## src/rtl/timer_pkg.sv

```systemverilog
// rtl/timer_pkg.sv - shared state encoding and default period for tick_timer
package timer_pkg;

  typedef enum logic [1:0] {
    IDLE = 2'd0,
    RUN  = 2'd1,
    HOLD = 2'd2
  } state_t;

  // One second at a 12 MHz reference clock
  localparam int unsigned TIMER_DEFAULT_PERIOD = 12_000_000;

endpackage

```

## src/rtl/timer_count.sv

```systemverilog
// rtl/timer_count.sv - counter incrementer and terminal-count comparator
module timer_count #(
  parameter int WIDTH = 24
) (
  input  logic [WIDTH-1:0] count,
  input  logic [WIDTH-1:0] period,
  output logic [WIDTH-1:0] count_inc,
  output logic             terminal
);

  localparam logic [WIDTH-1:0] ONE = WIDTH'(1);

  logic [WIDTH-1:0] last;
  logic             borrow;
  logic [WIDTH-1:0] unused_diff;

  // A zero period behaves as one, so the last count value is 0 in both cases
  assign last = (period == '0) ? '0 : period - ONE;

  // No borrow means count >= last; a count can never run past the terminal value
  assign {borrow, unused_diff} = {1'b0, count} - {1'b0, last};
  assign terminal  = ~borrow;
  assign count_inc = count + ONE;

endmodule

```

## src/rtl/tick_timer.sv

```systemverilog
// rtl/tick_timer.sv - programmable periodic/one-shot tick timer (option: TICK_TIMER_PRESCALE_EN)
module tick_timer
  import timer_pkg::*;
#(
  parameter int          WIDTH          = 24,
  parameter int unsigned DEFAULT_PERIOD = TIMER_DEFAULT_PERIOD
`ifdef TICK_TIMER_PRESCALE_EN
  ,
  parameter int          PRESCALE       = 1
`endif
) (
  input  logic             clk,
  input  logic             rst,
  input  logic             start,
  input  logic             stop,
  input  logic             enable,
  input  logic             load,
  input  logic [WIDTH-1:0] period_in,
  input  logic             oneshot_in,
  output logic             tick,
  output logic             busy,
  output logic [WIDTH-1:0] count
);

  state_t           state, state_n;
  logic [WIDTH-1:0] count_n;
  logic [WIDTH-1:0] count_inc;
  logic [WIDTH-1:0] cfg_period;
  logic             cfg_oneshot;
  logic             tick_n;
  logic             terminal;
  logic             advance;

  assign busy = (state != IDLE);

  timer_count #(.WIDTH(WIDTH)) u_count (
    .count    (count),
    .period   (cfg_period),
    .count_inc(count_inc),
    .terminal (terminal)
  );

`ifdef TICK_TIMER_PRESCALE_EN
  localparam int PW = (PRESCALE > 1) ? $clog2(PRESCALE) : 1;

  logic [PW-1:0] presc;
  logic          presc_wrap;

  assign presc_wrap = (presc == PW'(PRESCALE - 1));
  assign advance    = presc_wrap;

  always_ff @(posedge clk or negedge rst) begin
    if (!rst) begin
      presc <= '0;
    end else if (start || stop || load || !busy) begin
      presc <= '0;
    end else if (enable) begin
      presc <= presc_wrap ? '0 : presc + PW'(1);
    end
  end
`else
  assign advance = 1'b1;
`endif

  // Priority: stop, then start, then load restart, then hold/expiry
  always_comb begin
    state_n = state;
    count_n = count;
    tick_n  = 1'b0;
    if (stop) begin
      state_n = IDLE;
      count_n = '0;
    end else if (start) begin
      state_n = RUN;
      count_n = '0;
    end else if (state != IDLE) begin
      if (load) begin
        count_n = '0;
      end else if (!enable) begin
        state_n = HOLD;
      end else begin
        state_n = RUN;
        if (advance) begin
          if (terminal) begin
            count_n = '0;
            tick_n  = 1'b1;
            if (cfg_oneshot) state_n = IDLE;
          end else begin
            count_n = count_inc;
          end
        end
      end
    end
  end

  always_ff @(posedge clk or negedge rst) begin
    if (!rst) begin
      state       <= IDLE;
      count       <= '0;
      tick        <= 1'b0;
      cfg_period  <= WIDTH'(DEFAULT_PERIOD);
      cfg_oneshot <= 1'b0;
    end else begin
      state <= state_n;
      count <= count_n;
      tick  <= tick_n;
      if (load) begin
        cfg_period  <= period_in;
        cfg_oneshot <= oneshot_in;
      end
    end
  end

endmodule

```

## config.mk

```make
export PLATFORM = sky130hd
export DESIGN_NAME = tick_timer
export DESIGN_NICKNAME = d
export VERILOG_FILES = /design/src/rtl/timer_pkg.sv /design/src/rtl/timer_count.sv /design/src/rtl/tick_timer.sv
export SDC_FILE = /design/constraint.sdc
export NUM_CORES = 1
export LEC_CHECK = 0
export BUFFER_PORTS_ARGS = -buffer_cell sky130_fd_sc_hd__buf_2
export CORE_AREA = 2 2 103 105
export DETAILED_ROUTE_END_ITERATION = 10
export DIE_AREA = 0 0 105 107
export PLACE_DENSITY = 0.53
export SYNTH_ARGS = -nofsm -noshare
export SYNTH_HDL_FRONTEND = slang
export SYNTH_SLANG_ARGS = --single-unit
export TNS_END_PERCENT = 30
```

## constraint.sdc

```tcl
create_clock -name clk -period 4.35 [get_ports clk]
set_input_delay 1.305 -clock clk [delete_from_list [all_inputs] [get_ports clk]]
set_output_delay 1.305 -clock clk [all_outputs]
set_load 0.02 [all_outputs]
```

; ---- Yosys cells after proc, flatten, opt, wreduce, memory -nomap -nowiden
; Index checks and enable logic that the tools add are counted.
[word_totals]
wordCells = 35
input_bits = 31
out_inout_bits = 26
reg_bits = 52
[op_classes]
n_reduce_logical = 6
n_eq_ne = 1
n_addsub = 3
muxes = 20
[ops]
columns = op, n
row1 = $mux W24, 7
row2 = $sub A24 B24 Y25, 1
row3 = $add A24 B1 Y24 const B, 1
row4 = $logic_not A24 Y1, 1
row5 = $sub A24 B1 Y24 const B, 1
row6 = $mux W2, 5
row7 = $mux W1, 8
row8 = $reduce_and A2 Y1, 2
row9 = $reduce_bool A4 Y1, 1
row10 = $ne A3 B3 Y1 const B, 1
row11 = $reduce_bool A3 Y1, 1
row12 = $reduce_bool A2 Y1, 1

; ---- Longest topological paths before layout
; Gate-level depths: netlist (run 1).
[logic_depth]
word_depth = 9
mapped_depth = 17
ltp_nobuf = 15

; ---- Cells and area by module
; A second synthesis (run 1) with hierarchy kept.
[hier_totals]
cells_unflattened = 325
area_unflattened_um2 = 3439.5
[modules_own_cells]
columns = module, n_inst, area_each_um2, cells_per_inst
row1 = tick_timer, 1, 1999.4, 122
row2 = timer_count, 1, 1440.1, 203

; ---- Worst setup path before layout (run 1)
; OpenSTA, ideal clock, no wires.
[synth_timing]
path_type = register to register
start = register cfg_period[19]
end = register count[7]
slack_ps = 597
arrival_ps = 3673
period_less_slack_ps = 3753
setup_time_ps = 79
path_buffers = 1
path_stages_with_launch = 14
path_cell_list = dfrtp_1 > or4_1 > or3_1 > or3_1 > clkbuf_1 > nand2_1 > ha_1 > a211oi_1 > o21ai_0 > a2111oi_0 > a21oi_2 > nand4bb_1 > o31a_1 > mux2i_1
[synth_between]
elab_chain_len = 9
word_cells_on_any_way = 10
[synth_rtl]
columns = element, line_no
row1 = "start, declared", tick_timer.sv:28  ; logic [WIDTH-1:0] cfg_period;
row2 = "start signal, assigned", tick_timer.sv:101  ; cfg_period <= WIDTH'(DEFAULT_PERIOD);
row3 = "start signal, assigned", tick_timer.sv:108  ; cfg_period <= period_in;
row4 = $sub A24 B1 Y24 or $logic_not A24 Y1 (tied branches), timer_count.sv:18  ; assign last = (period == '0) ? '0 : period - ONE;
row5 = $mux W24 (*), timer_count.sv:18
row6 = $sub A24 B24 Y25 (*), timer_count.sv:21  ; assign {borrow, unused_diff} = {1'b0, count} - {1'b0, last};
row7 = $mux W24 (*), tick_timer.sv:84  ; if (terminal) begin
row8 = $mux W24 (*), tick_timer.sv:79  ; end else if (!enable) begin
row9 = $mux W24 (*), tick_timer.sv:77  ; if (load) begin
row10 = $mux W24 (*), tick_timer.sv:76  ; end else if (state != IDLE) begin
row11 = $mux W24 (*), tick_timer.sv:73  ; end else if (start) begin
row12 = $mux W24 (*), tick_timer.sv:70  ; if (stop) begin
row13 = "end signal, assigned", tick_timer.sv:105  ; count <= count_n;
row14 = "end, declared", tick_timer.sv:22  ; output logic [WIDTH-1:0] count
; Mark *: on every way between the ends. The rest lies on a longest branch, timed or not. The select of a mux whose other input is x is not followed.
; A chain may end at the register's enable or synchronous reset.

; ---- Worst setup path after layout (run 1)
[layout_timing]
start = register cfg_period[7]
end = register count[23]
; The elaborated chain is that of the path after synthesis.

==> flow_summary.rst, run 1 <==
.. list-table::
   :header-rows: 1

   * - Metric
     - Value
   * - Placement row count
     - 37
   * - Xor-xnor portion of the synthesized cell area
     - 4.82%
   * - Clock skew after layout
     - 0.00445 ns
   * - R2r worst-path depth
     - 15
   * - Asr flop ratio synth
     - 100%
   * - Net switching share of the total power
     - 27.3%
   * - Unrepaired setup endpoints after global routing
     - no
   * - Met1 wire length
     - 4030 um
   * - Share of final-layout standard cells stronger than drive strength 1
     - roughly 26%
   * - Sort of element at the end of the critical path
     - flip-flop
   * - Worst-path clk slew
     - 0.09 ns
   * - Highest routed metal layer
     - met4
   * - Routed Antenna Nets
     - 0
   * - Psw
     - 270 uW
   * - Worst reg-to-reg setup slack
     - 0.33 ns
   * - Post-synthesis mux area share
     - about 8.4%
   * - Sequential share of power
     - approximately 55%
   * - Crit path kind
     - reg2reg
   * - Critical Path AT
     - 4.22 ns
   * - Clock latency at the later pin of the worst-skew pair
     - around 0.30 ns
   * - Total global routing overflow
     - 0
   * - Hold Crit Class
     - reg2reg
   * - Width of the die
     - 105 um
   * - Worst Tran Pin Value
     - 0.622 ns
   * - Worst setup path startpoint
     - cfg_period[7]
   * - Inserted Diodes
     - 0
   * - Post-synthesis cell type count
     - 50
   * - Flops & latches, synth
     - 52
   * - Number of remaining DRC errors
     - 0
   * - Pins over their slew limit
     - 0
   * - Portion of total power attributed to the clock network
     - between 20% and 30%
   * - Synth Area per Inst
     - 9.22 um^2
   * - Maximum operating frequency
     - 0.249 GHz
   * - Post-synth net total
     - approximately 430
   * - Wire length after detailed routing
     - 8270 um
   * - Largest family of logic cells by synthesized area
     - simple AND/OR/NAND/NOR gates
   * - Status
     - complete, no violations
   * - Die boundary height
     - 107 um
   * - Area Overhead vs Synth
     - 16.2%
   * - Total routing usage reported by global routing
     - 15.2%
   * - Dominant cell type by area after synthesis
     - sky130_fd_sc_hd__dfrtp_1
   * - Cells after Synth
     - 375
   * - Power density normalized to cell area
     - 246 mW/mm^2
   * - Synth Area in Compound Gates
     - 13.5%
   * - Part of the total power dissipated in combinational logic
     - 15.5%
   * - Number of I/O port buffers
     - between 50 and 60
   * - Kind of launch point of the worst setup path
     - flip-flop
   * - CTS buffer count
     - 5
   * - Max Cap Violations
     - 0
   * - Post-synthesis share of cell area spent on and, or, nand and nor gates
     - between 20% and 30%
   * - Leakage power summed over all cells
     - between 0.0015 and 0.002 uW
   * - Number of buffers on the longest clock path
     - 2
   * - Maximum fanout along the worst path
     - 38
   * - Vias/cell
     - 5.18
   * - Final design utilization
     - approximately 40%
   * - Met2 wire length
     - slightly below 4000 um
   * - Setup violation total in the final timing report
     - 0
   * - Synth top area cells
     - sky130_fd_sc_hd__dfrtp_1 30%, sky130_fd_sc_hd__ha_1 9.4%, sky130_fd_sc_hd__dfstp_2 7.6%, sky130_fd_sc_hd__mux2_2 7.5%, sky130_fd_sc_hd__nand2_1 6.1%
   * - Die area
     - around 0.011 mm^2
   * - Pin count of the biggest net entering global routing
     - 39
   * - Maximum vdd drop
     - roughly 120 uV
   * - Placeable core area
     - 0.0101 mm^2
   * - Number of enable-type register cells in the synthesized netlist
     - 0
   * - Most common flop cell mapped by yosys
     - sky130_fd_sc_hd__dfrtp_1
   * - Syn. warnings
     - 0
   * - Crit path capture
     - count[23]
   * - Met3 routed WL
     - 261 um
   * - Wire length of the first global-routing pass
     - 13900 um
   * - Mean routed wirelength per cell
     - 14.5 um
   * - Via count
     - roughly 3000
   * - Final hold viol count
     - 0
   * - Final Net Count
     - 491
   * - Sum of negative setup slack
     - 0 ns
   * - Number of DRC markers in iteration 0
     - 79
   * - Headroom to the max-slew limit
     - 58.5%
   * - Boundary pin count
     - 57
   * - Sequential area share after synthesis
     - 38.0%
   * - Total half-perimeter wirelength after legalization and detailed placement
     - 6490 um
   * - H-tree depth
     - 2
   * - Fraction of synthesized cell area taken by the top area cell type
     - a little under a third
   * - Netlist Area Pre-Place
     - 0.00346 mm^2
   * - Time the final worst path needs with I/O delays and setup
     - 4.02 ns
   * - First-pass detailed-route iteration total
     - 4
   * - Total clock sinks
     - 52
   * - Internal portion of total power
     - 719 uW
   * - Adder-cell area share of the yosys netlist
     - 9.41%
   * - Final critical-path share of the clock period
     - 92.5%
   * - Critical path required time
     - around 4.6 ns
   * - Vias in the first global route
     - approximately 2800
   * - Starting Density
     - about a third
   * - Final weighted congestion of routability-driven global placement
     - between 0.8 and 0.9
   * - End of the worst register-to-register path
     - count[23]
   * - TritonCTS clock tree
     - done
   * - Root Buffer
     - sky130_fd_sc_hd__clkbuf_8
   * - Overall power after layout
     - 989 uW
   * - Worst flop-to-flop path startpoint
     - cfg_period[7]
   * - Number of antenna violations at the first check in global routing
     - 0
## timing repair
action,4_1_cts,5_1_grt
setup endpoints to repair,0,18
hold buffers,0,0
setup buffers,0,2
resized for setup,0,3
## per-stage QoR
stage	instance area [um^2]	hold WS, ns	worst slack [ns]	cells
after floorplan	3460	0.473	0.597	375
after global placement	3890	0.504	0.283	561
after detailed placement	3890	0.497	0.192	561
after CTS	3990	0.519	0.172	569
after global routing	4020	0.546	0.00957	571
final	4020	0.508	0.327	571
## area by class of cell
class	instances	area, um^2
Timing Repair Buffer	64	353
Tap cell	136	170
Inverter	7	26.3
Sequential cell	52	1310
Multi-Input combinational cell	304	2060
Fill cell	1083	6080
Clock buffer	8	90.1
## worst max-delay path, stage by stage (launching register included)
cell	delay [ns]
sky130_fd_sc_hd__dfrtp_1	0.42
sky130_fd_sc_hd__or4_1	0.63
sky130_fd_sc_hd__nor2_1	0.20
sky130_fd_sc_hd__nand3_1	0.19
sky130_fd_sc_hd__or3_1	0.40
sky130_fd_sc_hd__xnor2_1	0.15
sky130_fd_sc_hd__nand2_1	0.08
sky130_fd_sc_hd__ha_1	0.30
sky130_fd_sc_hd__nand4_1	0.14
sky130_fd_sc_hd__nor3_2	0.30
sky130_fd_sc_hd__o2111ai_1	0.17
sky130_fd_sc_hd__a21oi_2	0.27
sky130_fd_sc_hd__nor2_2	0.10
sky130_fd_sc_hd__buf_12	0.18
sky130_fd_sc_hd__a21o_1	0.16
sky130_fd_sc_hd__a22o_1	0.21
## cell usage in the layout (no fill, tap or decap), drive strengths merged, types with 2 or more instances in the layout
cell / instances
a21o: 6
a21oi: 20
a22o: 7
a22oi: 2
a31oi: 9
and2: 3
and3: 7
and4: 2
buf: 64
clkbuf: 8
dfrtp: 42
dfstp: 10
ha: 26
inv: 7
mux2: 23
mux2i: 3
nand2: 56
nand3: 19
nand3b: 5
nand4: 5
nor2: 29
nor2b: 2
nor3: 12
nor3b: 2
nor4: 4
o2111ai: 2
o21a: 2
o21ai: 17
o31ai: 3
or3: 5
or4: 5
xnor2: 9
xor2: 10
## layer usage
metal	vias up	track usage, %
met5	-	0
met1	1401	20.9
li1	1487	-
met2	57	24.8
met3	11	2.43
met4	0	4.38
## cells in the mapped netlist (2+ instances only)
cell	count
sky130_fd_sc_hd__a31oi_1	9
sky130_fd_sc_hd__nor3b_1	2
sky130_fd_sc_hd__nor2_1	28
sky130_fd_sc_hd__and2_1	3
sky130_fd_sc_hd__o31ai_1	3
sky130_fd_sc_hd__dfstp_2	10
sky130_fd_sc_hd__or4_1	4
sky130_fd_sc_hd__o2111ai_1	2
sky130_fd_sc_hd__nand2_1	56
sky130_fd_sc_hd__inv_1	7
sky130_fd_sc_hd__nor2b_1	2
sky130_fd_sc_hd__buf_6	3
sky130_fd_sc_hd__dfrtp_1	42
sky130_fd_sc_hd__buf_1	3
sky130_fd_sc_hd__mux2i_1	3
sky130_fd_sc_hd__mux2_2	23
sky130_fd_sc_hd__a22o_1	7
sky130_fd_sc_hd__ha_1	26
sky130_fd_sc_hd__nor4_1	2
sky130_fd_sc_hd__and4_1	2
sky130_fd_sc_hd__o21ai_0	15
sky130_fd_sc_hd__o21a_1	2
sky130_fd_sc_hd__clkbuf_1	5
sky130_fd_sc_hd__a21oi_1	19
sky130_fd_sc_hd__nor4_2	2
sky130_fd_sc_hd__nand4_1	5
sky130_fd_sc_hd__a21o_1	6
sky130_fd_sc_hd__xnor2_1	9
sky130_fd_sc_hd__nand3b_1	5
sky130_fd_sc_hd__o21ai_1	2
sky130_fd_sc_hd__and3_1	7
sky130_fd_sc_hd__xor2_1	10
sky130_fd_sc_hd__nor3_1	12
sky130_fd_sc_hd__or3_1	5
sky130_fd_sc_hd__nand3_1	19
## registers in the layout, indices dropped and copies added (netlist names)
register     flops
cfg_period      24
state            2
cfg_oneshot      1
tick             1
count           24
## cells by family (layout without fill, tap and decap cells)
group / Yosys count / in the layout
AND/OR/NAND/NOR: 160 / 160
AO/OA/AOI/OAI: 73 / 73
flip-flops: 52 / 52
multiplexers: 26 / 26
XOR/XNOR: 19 / 19
buffers and inverters: 19 / 79
adder cells (fa/ha/maj): 26 / 26
## how the worst min path moves through the flow
stage	from	end	slack (ns)	depth (start not counted)
5_1_grt	cfg_oneshot	cfg_oneshot	0.55	1
4_1_cts	cfg_oneshot	cfg_oneshot	0.52	1
3_5_place_dp	cfg_oneshot	cfg_oneshot	0.50	1
2_1_floorplan	cfg_oneshot	cfg_oneshot	0.47	1
3_3_place_gp	cfg_oneshot	cfg_oneshot	0.50	1
6_report	cfg_oneshot	cfg_oneshot	0.51	1
## power by group through the flow
stage                     logic [uW]  clock network (uW)  registers [uW]
after floorplan                  106                   0             547
after global placement           152                   0             557
after detailed placement         155                   0             557
after CTS                        156                 301             548
after global routing             177                 313             554
final                            154                 287             548
Note: power is estimated with default switching activity, not from simulation.
==> run 2: changes to the inputs <==
--- a/config.mk
+++ b/config.mk
@@ -6,10 +6,12 @@
 export NUM_CORES = 1
 export LEC_CHECK = 0
 export BUFFER_PORTS_ARGS = -buffer_cell sky130_fd_sc_hd__buf_2
+export CELL_PAD_IN_SITES_DETAIL_PLACEMENT = 2
+export CELL_PAD_IN_SITES_GLOBAL_PLACEMENT = 2
 export CORE_AREA = 2 2 103 105
 export DETAILED_ROUTE_END_ITERATION = 10
 export DIE_AREA = 0 0 105 107
-export PLACE_DENSITY = 0.53
+export PLACE_DENSITY = 0.79
 export SYNTH_ARGS = -nofsm -noshare
 export SYNTH_HDL_FRONTEND = slang
 export SYNTH_SLANG_ARGS = --single-unit
==> run 2 against run 1 <==
Worst setup slack lost 0.10 ns. Critical path type unchanged. Fmax shrank 2.4%. Register-to-register slack lost 0.10 ns. Clock-buffer cell count is the same. Die area is the same. Combinational power grew 4%. Final cell count shrank 0.18%. Design area is essentially flat. Highest routed layer unchanged. Wire length grew 21%. First-iteration DRC count shrank 34%. Global-route usage grew 3.2 points. Critical path depth is the same. Largest cell class unchanged.
==> flow_summary.rst, run 2 (same netlist as run 1, synthesis figures left out) <==
.. list-table::
   :header-rows: 1

   * - Metric
     - Value
   * - Maximum operating frequency
     - 0.242 GHz
   * - Die boundary height
     - about 110 um
   * - Pins over their slew limit
     - 0
   * - Worst Tran Pin Value
     - between 0.7 and 0.8 ns
   * - Root Buffer
     - sky130_fd_sc_hd__clkbuf_8
   * - Number of buffers on the longest clock path
     - 2
   * - Sort of element at the end of the critical path
     - flip-flop
   * - Kind of launch point of the worst setup path
     - flip-flop
   * - Overall power after layout
     - ~1000 uW
   * - CTS buffer count
     - 5
   * - Placed Cells incl. Taps
     - 560
   * - Sum of buffers and inverters on the critical path
     - 1
   * - Highest-count cells in the layout ignoring fill and taps
     - 56 x sky130_fd_sc_hd__nand2_1, 56 x sky130_fd_sc_hd__buf_2, 42 x sky130_fd_sc_hd__dfrtp_1
   * - Hold buffer count at cts
     - 0
   * - Placeable core area
     - 0.0101 mm^2
   * - Final hold viol count
     - 0
   * - Number of DRC markers in iteration 0
     - 52
   * - Post-layout instance count excluding filler cells
     - 570
   * - Clock skew after layout
     - 0.00702 ns
   * - Total clock sinks
     - 52
   * - Number of remaining DRC errors
     - 0
   * - Final critical-path share of the clock period
     - 94.8%
   * - Time the final worst path needs with I/O delays and setup
     - 4.12 ns
   * - Starting Density
     - around a third
   * - Total routing usage reported by global routing
     - between 15 and 20%
   * - Worst-path clk slew
     - 0.09 ns
   * - Mean routed wirelength per cell
     - about 18 um
   * - Largest registers ranked by flip-flop count
     - cfg_period: 24 flops, count: 24 flops, state: 2 flops
   * - Sequential cell area
     - 0.00131 mm^2
   * - Wire length after detailed routing
     - roughly 10000 um
   * - Family with the most delay on the worst path
     - simple AND/OR/NAND/NOR gates
   * - Worst setup path startpoint
     - cfg_period[7]
   * - Final design utilization
     - 39.7%
   * - Total half-perimeter wirelength after legalization and detailed placement
     - 7830 um
   * - Slowest-stage cell, CP
     - sky130_fd_sc_hd__or4_1
   * - Hold Crit Class
     - reg2reg
   * - Share of final-layout standard cells stronger than drive strength 1
     - a little over a quarter
   * - Via count
     - 3076
   * - Worst flop-to-flop path startpoint
     - cfg_period[7]
   * - Vias/cell
     - 5.40
   * - Leakage power summed over all cells
     - 0.00189 uW
   * - Max Cap Violations
     - 0
   * - Inserted Diodes
     - 0
   * - Worst setup slack after layout
     - between 0.2 and 0.25 ns
   * - Headroom to the max-slew limit
     - 53.1%
   * - Routed Antenna Nets
     - 0
   * - First-pass detailed-route iteration total
     - 4
   * - Final weighted congestion of routability-driven global placement
     - around 0.84
   * - Critical Path, Cell by Cell
     - or4_1 -> nor2_1 -> nand3_1 -> or3_1 -> xnor2_1 -> nand2_1 -> ha_1 -> nand4_1 -> nor3_2 -> o2111ai_1 -> a21oi_2 -> nor2_2 -> buf_12 -> a21o_1 -> a22o_1
   * - Power density normalized to cell area
     - 246 mW/mm^2
   * - Crit path kind
     - reg2reg
   * - TritonCTS clock tree
     - done
   * - Placement row count
     - 37
   * - Sum of negative setup slack
     - 0 ns
   * - Boundary pin count
     - 57
   * - Fill cell instance count of the final layout
     - 1165
   * - Vias in the first global route
     - 3250
   * - Area of combinational cells with multiple inputs
     - 0.00208 mm^2
   * - Final Net Count
     - 490
   * - Clock latency at the later pin of the worst-skew pair
     - 0.31 ns
   * - Number of I/O port buffers
     - 56
   * - Die area
     - 0.0112 mm^2
   * - Number of antenna violations at the first check in global routing
     - 0
   * - Width of the die
     - 105 um
   * - Wire length of the first global-routing pass
     - 16700 um
   * - Critical Path AT
     - 4.33 ns
   * - Delay of the slowest cell on the worst path
     - 0.64 ns
   * - H-tree depth
     - 2
   * - Critical path required time
     - ~4.6 ns
   * - Post-placement worst setup slack
     - -0.0170 ns
   * - Hold wc startpoint
     - cfg_oneshot
   * - Area Overhead vs Synth
     - 16.1%
   * - Setup violation total in the final timing report
     - 0
   * - Status
     - complete, no violations
   * - Maximum vdd drop
     - 144 uV
   * - Total global routing overflow
     - 0
   * - Maximum fanout along the worst path
     - 38
   * - Pin count of the biggest net entering global routing
     - 39
[run 2: changes by cell type in the layout (fill, tap and decap cells not counted), sizes merged]
| cell | delta |
|---|---|
| buf | -1 |
[run 2: power breakdown]
| group | switching (uW) | internal (uW) |
|---|---|---|
| clock | 162 | 115 |
| combinational | 86.1 | 74.3 |
| sequential | 34.1 | 515 |
[run 2: repair_timing]
action / 4_1_cts / 5_1_grt
setup buffers: 0 / 2
gates resized for setup: 1 / 6
pin swaps: 0 / 0
endpoints found under the setup margin: 5 / 24
[run 2: per-stage QoR]
step | area [um^2] | hold slack [ns]
finish | 4010 | 0.538
detailed placement | 3890 | 0.516
global route | 4010 | 0.551
floorplan | 3460 | 0.473
CTS | 3970 | 0.539
global placement | 3890 | 0.522
[run 2: final timing paths]
check,end,slack [ns],cells past startpoint
worst max-delay path,count[23],0.23,15
worst min-delay path,cfg_oneshot,0.54,1
worst max register to register,count[23],0.23,15
worst min register to register,cfg_oneshot,0.54,1
max in group asynchronous,cfg_period[11],2.51,2
min in group asynchronous,cfg_period[5],0.99,1
[run 2: layout make-up]
| type | instances | area share, % |
|---|---|---|
| Sequential cell | 52 | 32.8 |
| Clock buffer | 8 | 2.00 |
| Inverter | 7 | 0.655 |
| Multi-Input combinational cell | 304 | 51.7 |
| Timing Repair Buffer | 63 | 8.61 |
| Tap cell | 136 | 4.24 |
[run 2: routing by layer]
metal / routed length (um) / vias to the layer above / part of all wire, % / GRT usage (%)
li1: - / 1475 / - / -
met1: 4740 / 1546 / 47 / 24.8
met2: 4870 / 42 / 49 / 31.1
met3: 222 / 13 / 2.2 / 2.37
met4: 153 / 0 / 1.5 / 4.76
met5: 0 / - / 0 / 0
